### config.mk
export PLATFORM = sky130hd
export DESIGN_NAME = imem_loader
export DESIGN_NICKNAME = d
export VERILOG_FILES = /design/src/rtl/loader_pkg.sv /design/src/rtl/word_assembler.sv /design/src/rtl/imem_loader.sv
export SDC_FILE = /design/constraint.sdc
export NUM_CORES = 1
export LEC_CHECK = 0
export CAP_MARGIN = 20
export CORE_MARGIN = 5
export CORE_UTILIZATION = 50
export CTS_CLUSTER_DIAMETER = 30
export DETAILED_ROUTE_END_ITERATION = 8
export DONT_BUFFER_PORTS = 1
export GPL_ROUTABILITY_DRIVEN = 1
export PLACE_DENSITY = 0.73
export SYNTH_ARGS = -nofsm -noshare
export SYNTH_HDL_FRONTEND = slang
export SYNTH_SLANG_ARGS = --single-unit
export TNS_END_PERCENT = 5
### constraint.sdc
create_clock -name clk -period 3.1 [get_ports clk]
set_input_delay 0.465 -clock clk [delete_from_list [all_inputs] [get_ports clk]]
set_output_delay 0.465 -clock clk [all_outputs]
set_load 0.05 [all_outputs]
### src/rtl/loader_pkg.sv
// Shared definitions for the instruction-memory loader.
//   state_e        : loader FSM states
//   LEN_BYTES      : length-field bytes at the start of a frame
//   BYTES_PER_WORD : stream bytes packed into one instruction word
package loader_pkg;

  typedef enum logic [2:0] {
    S_IDLE,
    S_LEN_LO,
    S_LEN_HI,
    S_DATA,
    S_CSUM,
    S_DONE,
    S_ERR
  } state_e;

  localparam int LEN_BYTES      = 2;
  localparam int BYTES_PER_WORD = 4;

endpackage

### src/rtl/word_assembler.sv
// Packs accepted stream bytes little-endian into 32-bit words.
//   clk, res    : clock, synchronous active-high reset
//   clr         : restart packing at lane 0 (new load)
//   byte_valid  : a data byte is consumed this cycle
//   byte_data   : the consumed byte
//   lane_last   : the next consumed byte completes a word
//   word_ready  : one-cycle pulse, word_data holds a freshly completed word
//   word_data   : last completed word (held between pulses)
module word_assembler
  import loader_pkg::*;
(
  input  logic        clk,
  input  logic        res,
  input  logic        clr,
  input  logic        byte_valid,
  input  logic [7:0]  byte_data,
  output logic        lane_last,
  output logic        word_ready,
  output logic [31:0] word_data
);

  logic [1:0]       lane_idx_q, lane_idx_d;
  logic [2:0][7:0]  lane_q, lane_d;
  logic             word_ready_q, word_ready_d;
  logic [31:0]      word_q, word_d;

  assign lane_last = (lane_idx_q == 2'(BYTES_PER_WORD - 1));

  // Only the lower three lanes need storage; the top byte goes straight into
  // the output word so the next word's byte 0 can land without disturbing it.
  for (genvar gi = 0; gi < BYTES_PER_WORD - 1; gi++) begin : g_lane
    assign lane_d[gi] = (byte_valid && lane_idx_q == 2'(gi)) ? byte_data : lane_q[gi];
  end

  always_comb begin
    lane_idx_d   = lane_idx_q;
    word_ready_d = 1'b0;
    word_d       = word_q;
    if (clr) begin
      lane_idx_d = 2'd0;
    end else if (byte_valid) begin
      lane_idx_d = lane_idx_q + 2'd1;
      if (lane_last) begin
        word_ready_d = 1'b1;
        word_d       = {byte_data, lane_q[2], lane_q[1], lane_q[0]};
      end
    end
  end

  always_ff @(posedge clk) begin
    if (res) begin
      lane_idx_q   <= '0;
      lane_q       <= '0;
      word_ready_q <= 1'b0;
      word_q       <= '0;
    end else begin
      lane_idx_q   <= lane_idx_d;
      lane_q       <= lane_d;
      word_ready_q <= word_ready_d;
      word_q       <= word_d;
    end
  end

  assign word_ready = word_ready_q;
  assign word_data  = word_q;

endmodule

### src/rtl/imem_loader.sv
// Writer side of the CPU instruction memory. Receives a framed program image
// as a byte stream and writes it word-addressed into instruction memory,
// holding the CPU in reset while loading.
//   clk, res     : clock, synchronous active-high reset
//   start        : one-cycle pulse that begins a load (from IDLE/DONE/ERR)
//   rx_valid/rx_data/rx_ready : byte stream handshake
//   imem_we/imem_addr/imem_wdata : instruction memory write port
//   word_count   : words written in the current load
//   cpu_hold     : hold the CPU in reset
//   done / err   : load finished with good checksum / load aborted
// Frame: LEN_LO, LEN_HI, 4*N data bytes, CSUM (XOR of data bytes).
module imem_loader
  import loader_pkg::*;
#(
  parameter int ADDR_W    = 12,
  parameter int MAX_WORDS = 2 ** ADDR_W
) (
  input  logic              clk,
  input  logic              res,
  input  logic              start,
  input  logic              rx_valid,
  input  logic [7:0]        rx_data,
  output logic              rx_ready,
  output logic              imem_we,
  output logic [ADDR_W-1:0] imem_addr,
  output logic [31:0]       imem_wdata,
  output logic [ADDR_W:0]   word_count,
  output logic              cpu_hold,
  output logic              done,
  output logic              err
);

  localparam logic [16:0] MAX_WORDS_W = 17'(MAX_WORDS);

  state_e              state_q, state_d;
  logic [7:0]          len_lo_q, len_lo_d;
  logic [15:0]         len_q, len_d;
  logic [ADDR_W:0]     word_count_q, word_count_d;
  logic [ADDR_W-1:0]   imem_addr_q, imem_addr_d;
  logic [7:0]          xor_q, xor_d;
  logic                cpu_hold_q, cpu_hold_d;
  logic                done_q, done_d;
  logic                err_q, err_d;

  logic                accept;
  logic                start_ok;
  logic                data_accept;
  logic                lane_last;
  logic                word_done;
  logic [15:0]         len_full;

  assign rx_ready    = (state_q == S_LEN_LO) || (state_q == S_LEN_HI) ||
                       (state_q == S_DATA)   || (state_q == S_CSUM);
  assign accept      = rx_valid && rx_ready;
  assign start_ok    = start && ((state_q == S_IDLE) || (state_q == S_DONE) ||
                                 (state_q == S_ERR));
  assign data_accept = accept && (state_q == S_DATA);
  assign word_done   = data_accept && lane_last;
  assign len_full    = {rx_data, len_lo_q};

  word_assembler u_asm (
    .clk        (clk),
    .res        (res),
    .clr        (start_ok),
    .byte_valid (data_accept),
    .byte_data  (rx_data),
    .lane_last  (lane_last),
    .word_ready (imem_we),
    .word_data  (imem_wdata)
  );

  always_comb begin
    state_d      = state_q;
    len_lo_d     = len_lo_q;
    len_d        = len_q;
    word_count_d = word_count_q;
    imem_addr_d  = imem_addr_q;
    xor_d        = xor_q;
    cpu_hold_d   = cpu_hold_q;
    done_d       = done_q;
    err_d        = err_q;

    unique case (state_q)
      S_IDLE, S_DONE, S_ERR: begin
        if (start_ok) begin
          state_d      = S_LEN_LO;
          cpu_hold_d   = 1'b1;
          done_d       = 1'b0;
          err_d        = 1'b0;
          word_count_d = '0;
          xor_d        = '0;
          len_d        = '0;
        end
      end
      S_LEN_LO: begin
        if (accept) begin
          len_lo_d = rx_data;
          state_d  = S_LEN_HI;
        end
      end
      S_LEN_HI: begin
        if (accept) begin
          len_d = len_full;
          if ({1'b0, len_full} > MAX_WORDS_W) begin
            state_d = S_ERR;
            err_d   = 1'b1;
          end else if (len_full == 16'd0) begin
            state_d = S_CSUM;
          end else begin
            state_d = S_DATA;
          end
        end
      end
      S_DATA: begin
        if (accept) begin
          xor_d = xor_q ^ rx_data;
          if (word_done) begin
            // Count moves together with the write strobe, which the
            // assembler raises on the cycle after this byte.
            imem_addr_d  = word_count_q[ADDR_W-1:0];
            word_count_d = word_count_q + 1'b1;
            if (17'(word_count_q) + 17'd1 == {1'b0, len_q}) begin
              state_d = S_CSUM;
            end
          end
        end
      end
      S_CSUM: begin
        if (accept) begin
          if (rx_data == xor_q) begin
            state_d    = S_DONE;
            done_d     = 1'b1;
            cpu_hold_d = 1'b0;
          end else begin
            state_d = S_ERR;
            err_d   = 1'b1;
          end
        end
      end
      default: state_d = S_IDLE;
    endcase
  end

  always_ff @(posedge clk) begin
    if (res) begin
      state_q      <= S_IDLE;
      len_lo_q     <= '0;
      len_q        <= '0;
      word_count_q <= '0;
      imem_addr_q  <= '0;
      xor_q        <= '0;
      cpu_hold_q   <= 1'b0;
      done_q       <= 1'b0;
      err_q        <= 1'b0;
    end else begin
      state_q      <= state_d;
      len_lo_q     <= len_lo_d;
      len_q        <= len_d;
      word_count_q <= word_count_d;
      imem_addr_q  <= imem_addr_d;
      xor_q        <= xor_d;
      cpu_hold_q   <= cpu_hold_d;
      done_q       <= done_d;
      err_q        <= err_d;
    end
  end

  assign imem_addr  = imem_addr_q;
  assign word_count = word_count_q;
  assign cpu_hold   = cpu_hold_q;
  assign done       = done_q;
  assign err        = err_q;

endmodule

Word-level counts from Yosys, hierarchy flattened
Index checks and enable logic that the tools add are counted.
- bits in registers: 122
- input port bits: 12
- output and inout port bits: 62
- word-level logic and storage cells: 109
- $add $sub $neg: 3
- order comparisons: 1
- equal/unequal tests: 21
- muxes and demuxes: 35
- bitwise gates (word level): 3
- reduce and logical (&&, ||, !) cells: 31
- operator list (cell ; count):
    2-to-1 mux 13 bit ; 3
    2-to-1 mux 16 bit ; 2
    one-hot mux 16 bit (2 select lines) ; 1
    2-to-1 mux 3 bit ; 9
    one-hot mux 13 bit (2 select lines) ; 1
    equality test 14 x 16 -> 1 bit ; 1
    greater-than comparator 16 x 13 -> 1 bit, second input constant ; 1
    zero test 16 bit ; 1
    2-to-1 mux 8 bit ; 2
    one-hot mux 8 bit (2 select lines) ; 1
    one-hot mux 3 bit (5 select lines) ; 1
    adder 13 x 1 -> 14 bit, second input constant ; 1
    != test 2 bit, second input constant ; 7
    adder 13 x 1 -> 13 bit, second input constant ; 1
    AND reduction 3 bit ; 4
    2-to-1 mux 1 bit ; 11
    equality test 3 bit, second input constant ; 3
    equality test 8 bit ; 1
    AND reduction 4 bit ; 2
    XOR 8 bit ; 1
    logical AND 1 bit ; 7
    AND reduction 7 bit ; 1
    equality test 3 x 2 -> 1 bit, second input constant ; 2
    != test 2 x 1 -> 1 bit, second input constant ; 3
    17 further kinds ; 27

Logic depth before layout (Yosys ltp)
- depth after elaboration: 10
- depth in mapped cells: 9
- mapped depth without buffers: 7

Hierarchy
A second synthesis with hierarchy kept.
- cells, all modules: 683
- area total of the unflattened synthesis: 5911.9 um^2
- by module, submodules not included (module ; times used ; cells each ; area each (um^2) ; sequential area each (um^2)):
    imem_loader ; 1 ; 417 ; 3280.6 ; 1261.2
    word_assembler ; 1 ; 266 ; 2631.3 ; 1181.1

Least setup slack after synthesis
OpenSTA, ideal clock, no wires.
- path type: reg2reg
- start: register word_count_q[0] (netlist: word_count[0])
- end: register state_q[2]
- library setup time: 0.086 ns
- arrival: 2.650 ns
- required time: 3.014 ns
- path slack: 0.364 ns
- cell stages (with the launch flop): 8
- path buffers: 0
- clock period less this slack: 2.736 ns
- cells stage by stage: dfxtp_1 ha_1 nand3_1 nor4_1 mux2i_1 o2111ai_1 or3_1 a221oi_2
- longest elaborated chain between the ends: 4
- ends and longest elaborated chain (item ; RTL line ; RTL):
    start: declaration ; imem_loader.sv:38 ; logic [ADDR_W:0] word_count_q, word_count_d;
    start signal: assignment ; imem_loader.sv:159 ; word_count_q <= word_count_d;
    adder 13 x 1 -> 14 bit ; imem_loader.sv:122 ; if (17'(word_count_q) + 17'd1 == {1'b0, len_q}) begin
    equality test 14 x 16 -> 1 bit ; imem_loader.sv:122 ;
    != test 2 x 1 -> 1 bit (no source line) ; n/a ;
    AND reduction 7 bit (no source line) ; n/a ;
    end signal: assignment ; imem_loader.sv:156 ; state_q <= state_d;
    end: declaration ; imem_loader.sv:35 ; state_e state_q, state_d;
Every way passes these cells.
A chain may end at the register's enable or synchronous reset.

Worst setup path after layout
Ends and elaborated chain as after synthesis.

==> results.yml <==
status:
  status: "completed"
setup_path:
  worst_setup_path_start_kind: "flop"
  worst-path-buf-inv: 0
  crit_arrival_ns: 2.95
  r2r_start: "word_count[0]"
  cp_max_fo: 8
  crit_path_start: "word_count[0]"
  cp_cell_sequence: "ha_1 > nand3_1 > nor4_1 > mux2i_1 > o2111ai_1 > or3_1 > a221oi_2"
  critical_path_required_ns: 3.53
  cp_slowest_stage_delay_ns: 0.47
  crit_slowest_cell: "nor4_1"
  worstSetupPathType: "reg -> reg"
  crit_family: "simple AND/OR/NAND/NOR gates"
  crit_path_end_kind: "flop"
synthesis:
  synth-simple-area-share: 0.255
  ys_ff_latch: 122
  synth_area_per_cell_um2: 7.76
  synthMuxAreaShare: 0.0206
  synthDistinctLibCells: 55
  synth_top_family_by_area: "simple AND/OR/NAND/NOR gates"
  synth_area_um2: 5400
  netlist_top_cells_count: "156 x nand2_1, 122 x dfxtp_1, 108 x a21oi_1, 51 x nor2_1, 50 x clkbuf_1"
  postSynth.asyncResetShare: 0
  synthCells: 696
  synth_enable_flop_cells: 0
  synth_top_area_share: 0.452
  synthXorXnorAreaFrac: 0.0454
  synthFlopType: "dfxtp_1"
  synth_top_cell_by_area: "dfxtp_1"
  seq_area_frac_synth: 0.452
  synth-adder-area-share: 0.0134
  synth_warnings: 0
  synth_area_leaders: "dfxtp_1 45%, nand2_1 11%, a21oi_1 10%"
  yosysMostFrequentCell: "nand2_1"
  synthesis.nets: 713
  synth_compound_area_frac: 0.163
timing:
  setup_viol: 0
  finClkSkew_ns: 0.00941
  min_period_over_period: 0.815
  worst_pin_slew_ns: 0.760
  setup_ws_ns: 0.573
  final-hold-violation-count: 0
  grt_setup_unrepaired: "false"
  drv_slew: 0
  fin_setup_tns_ns: 0
  max_freq_mhz: 396
  maxSlewHeadroom: 0.493
  period_minus_slack_ns: 2.53
layout:
  num-fill-cells: 978
  num_antenna_cells: 0
  drive_gt1_frac: 0.0878
  layout.nets: 699
  syn2layout_area_growth_pct: 14.0
clock_tree:
  cts_root_buf: "clkbuf_8"
  cts_hold_buf: 7
  clock_path_buffers: 2
  clk_pin_slew_worst_paths_ns: 0.06
  cts_setup_buffers: 0
  cts.htree.levels: 4
  cts_tree: "yes"
  post_cts_resized: 0
  cts_made_buffers: 17
  cts_sinks: 122
  clk_latency_ns: 0.52
detailed_routing:
  ant_nets: 0
  dr.pass1.iters: 5
  drt_iter0_drc: 381
  wl_per_cell_um: 17.0
  wirelength_um: 14200
  drc_errors: 0
  avgViaCountPerCell: 5.71
  via_count: 4770
pwr:
  power_density_nw_per_um2: 682
  power_mw: 4.20
  sequentialPowerShare: 0.410
  pwr-share-comb: 0.118
  switchingPower_mw: 1.11
  switching_share: 0.265
  p_int_mw: 3.09
  ir_drop_v: 0.000381
  p_leak_nw: 2.02
  p_clk_frac: 0.473
global_routing:
  track_usage: 0.220
  grt_overflow_total: 0
  grt_max_degree: 78
  antenna_found_initial: 0
  grt_first_pass_wirelength_um: 22800
  grt_pass1_vias: 4582
die:
  die_x_um: 114
  dieHeight_um: 114
  start_util: 0.505
  rows: 38
  ios: 74
  die_area_um2: 13000
  core_um2: 10700
place:
  port_buffers: 0
  dp_slack_ns: 0.598
  place.gp.congestion: 0.843
  hpwl_um: 8930
worst_hold_path:
  hp-class: "in -> reg"
  hold_start: "res"
job:
  maxCapViolations: 0
## cells in the final DEF (no fill, tap or decap), drive strengths merged, types with 3 or more instances in the layout
cell,n
nand3,45
dfxtp,122
nand2b,7
nor2b,3
nand3b,8
xor2,6
nand2,156
buf,19
inv,8
dlygate4sd3,7
clkbuf,21
and3,5
o21ai,19
a21oi,108
a311oi,5
nor3,8
clkinv,7
nor4,7
ha,5
bufinv,3
nand4,7
nor2,51
xnor2,22
mux2i,10
a32oi,3
## path summary, 6_finish.rpt
check,end,slack [ns],cells past startpoint
min,u_asm.word_data[25],0.02,1
min reg2reg,u_asm.lane_q[8],0.45,2
max,state_q[2],0.57,7
max reg2reg,state_q[2],0.57,7
## flip-flops by register name, summed over array words and instances (netlist names)
name	count
len_q	16
u_asm.lane_idx_q	2
cpu_hold	1
u_asm.lane_q	24
len_lo_q	8
imem_addr	12
xor_q	8
err	1
u_asm.word_ready	1
state_q	3
done	1
word_count	13
u_asm.word_data	32
## kinds of logic (layout without fill, tap and decap cells)
logic type	count (synthesis)	count (layout)
AND/OR/NAND/NOR	307	307
AO/OA/AOI/OAI	155	155
flip-flops	122	122
buffers and inverters	67	66
XOR/XNOR	28	28
multiplexers	11	11
adder cells (fa/ha/maj)	6	6
## power by group through the flow
stage | clock network [mW] | logic (mW) | registers [mW]
finish | 1.98 | 0.494 | 1.72
global route | 2.09 | 0.540 | 1.73
CTS | 2.02 | 0.487 | 1.72
detailed placement | 0 | 0.468 | 1.75
global placement | 0 | 0.457 | 1.75
floorplan | 0 | 0.454 | 1.70
## stage by stage
step,instances,area (um^2),util,hold slack [ns]
2_1_floorplan,696,5400,-,0.432
6_report,835,6150,0.575,0.0157
5_1_grt,835,6150,0.575,0.00616
4_1_cts,835,6150,0.575,0.00202
3_3_place_gp,796,5480,0.512,0.438
3_5_place_dp,796,5480,0.512,0.441
## final cells by class
type                            count  area, um^2  area share
Multi-Input combinational cell    507        2690       0.437
Sequential cell                   122        2440       0.397
Clock buffer                       21         459      0.0746
Timing Repair Buffer               26         213      0.0346
Tap cell                          140         175      0.0285
Clock inverter                     11         144      0.0234
Inverter                            8        30.0     0.00488
## metal layers
| layer | global-route usage | vias to the layer above | part of all wire |
|---|---|---|---|
| met3 | 0.0631 | 26 | 0.092 |
| met5 | 0 | - | 0 |
| met4 | 0.0911 | 0 | 0.018 |
| met2 | 0.359 | 184 | 0.48 |
| li1 | - | 2342 | - |
| met1 | 0.273 | 2218 | 0.41 |
No activity file was read; power rests on OpenSTA's default activity.
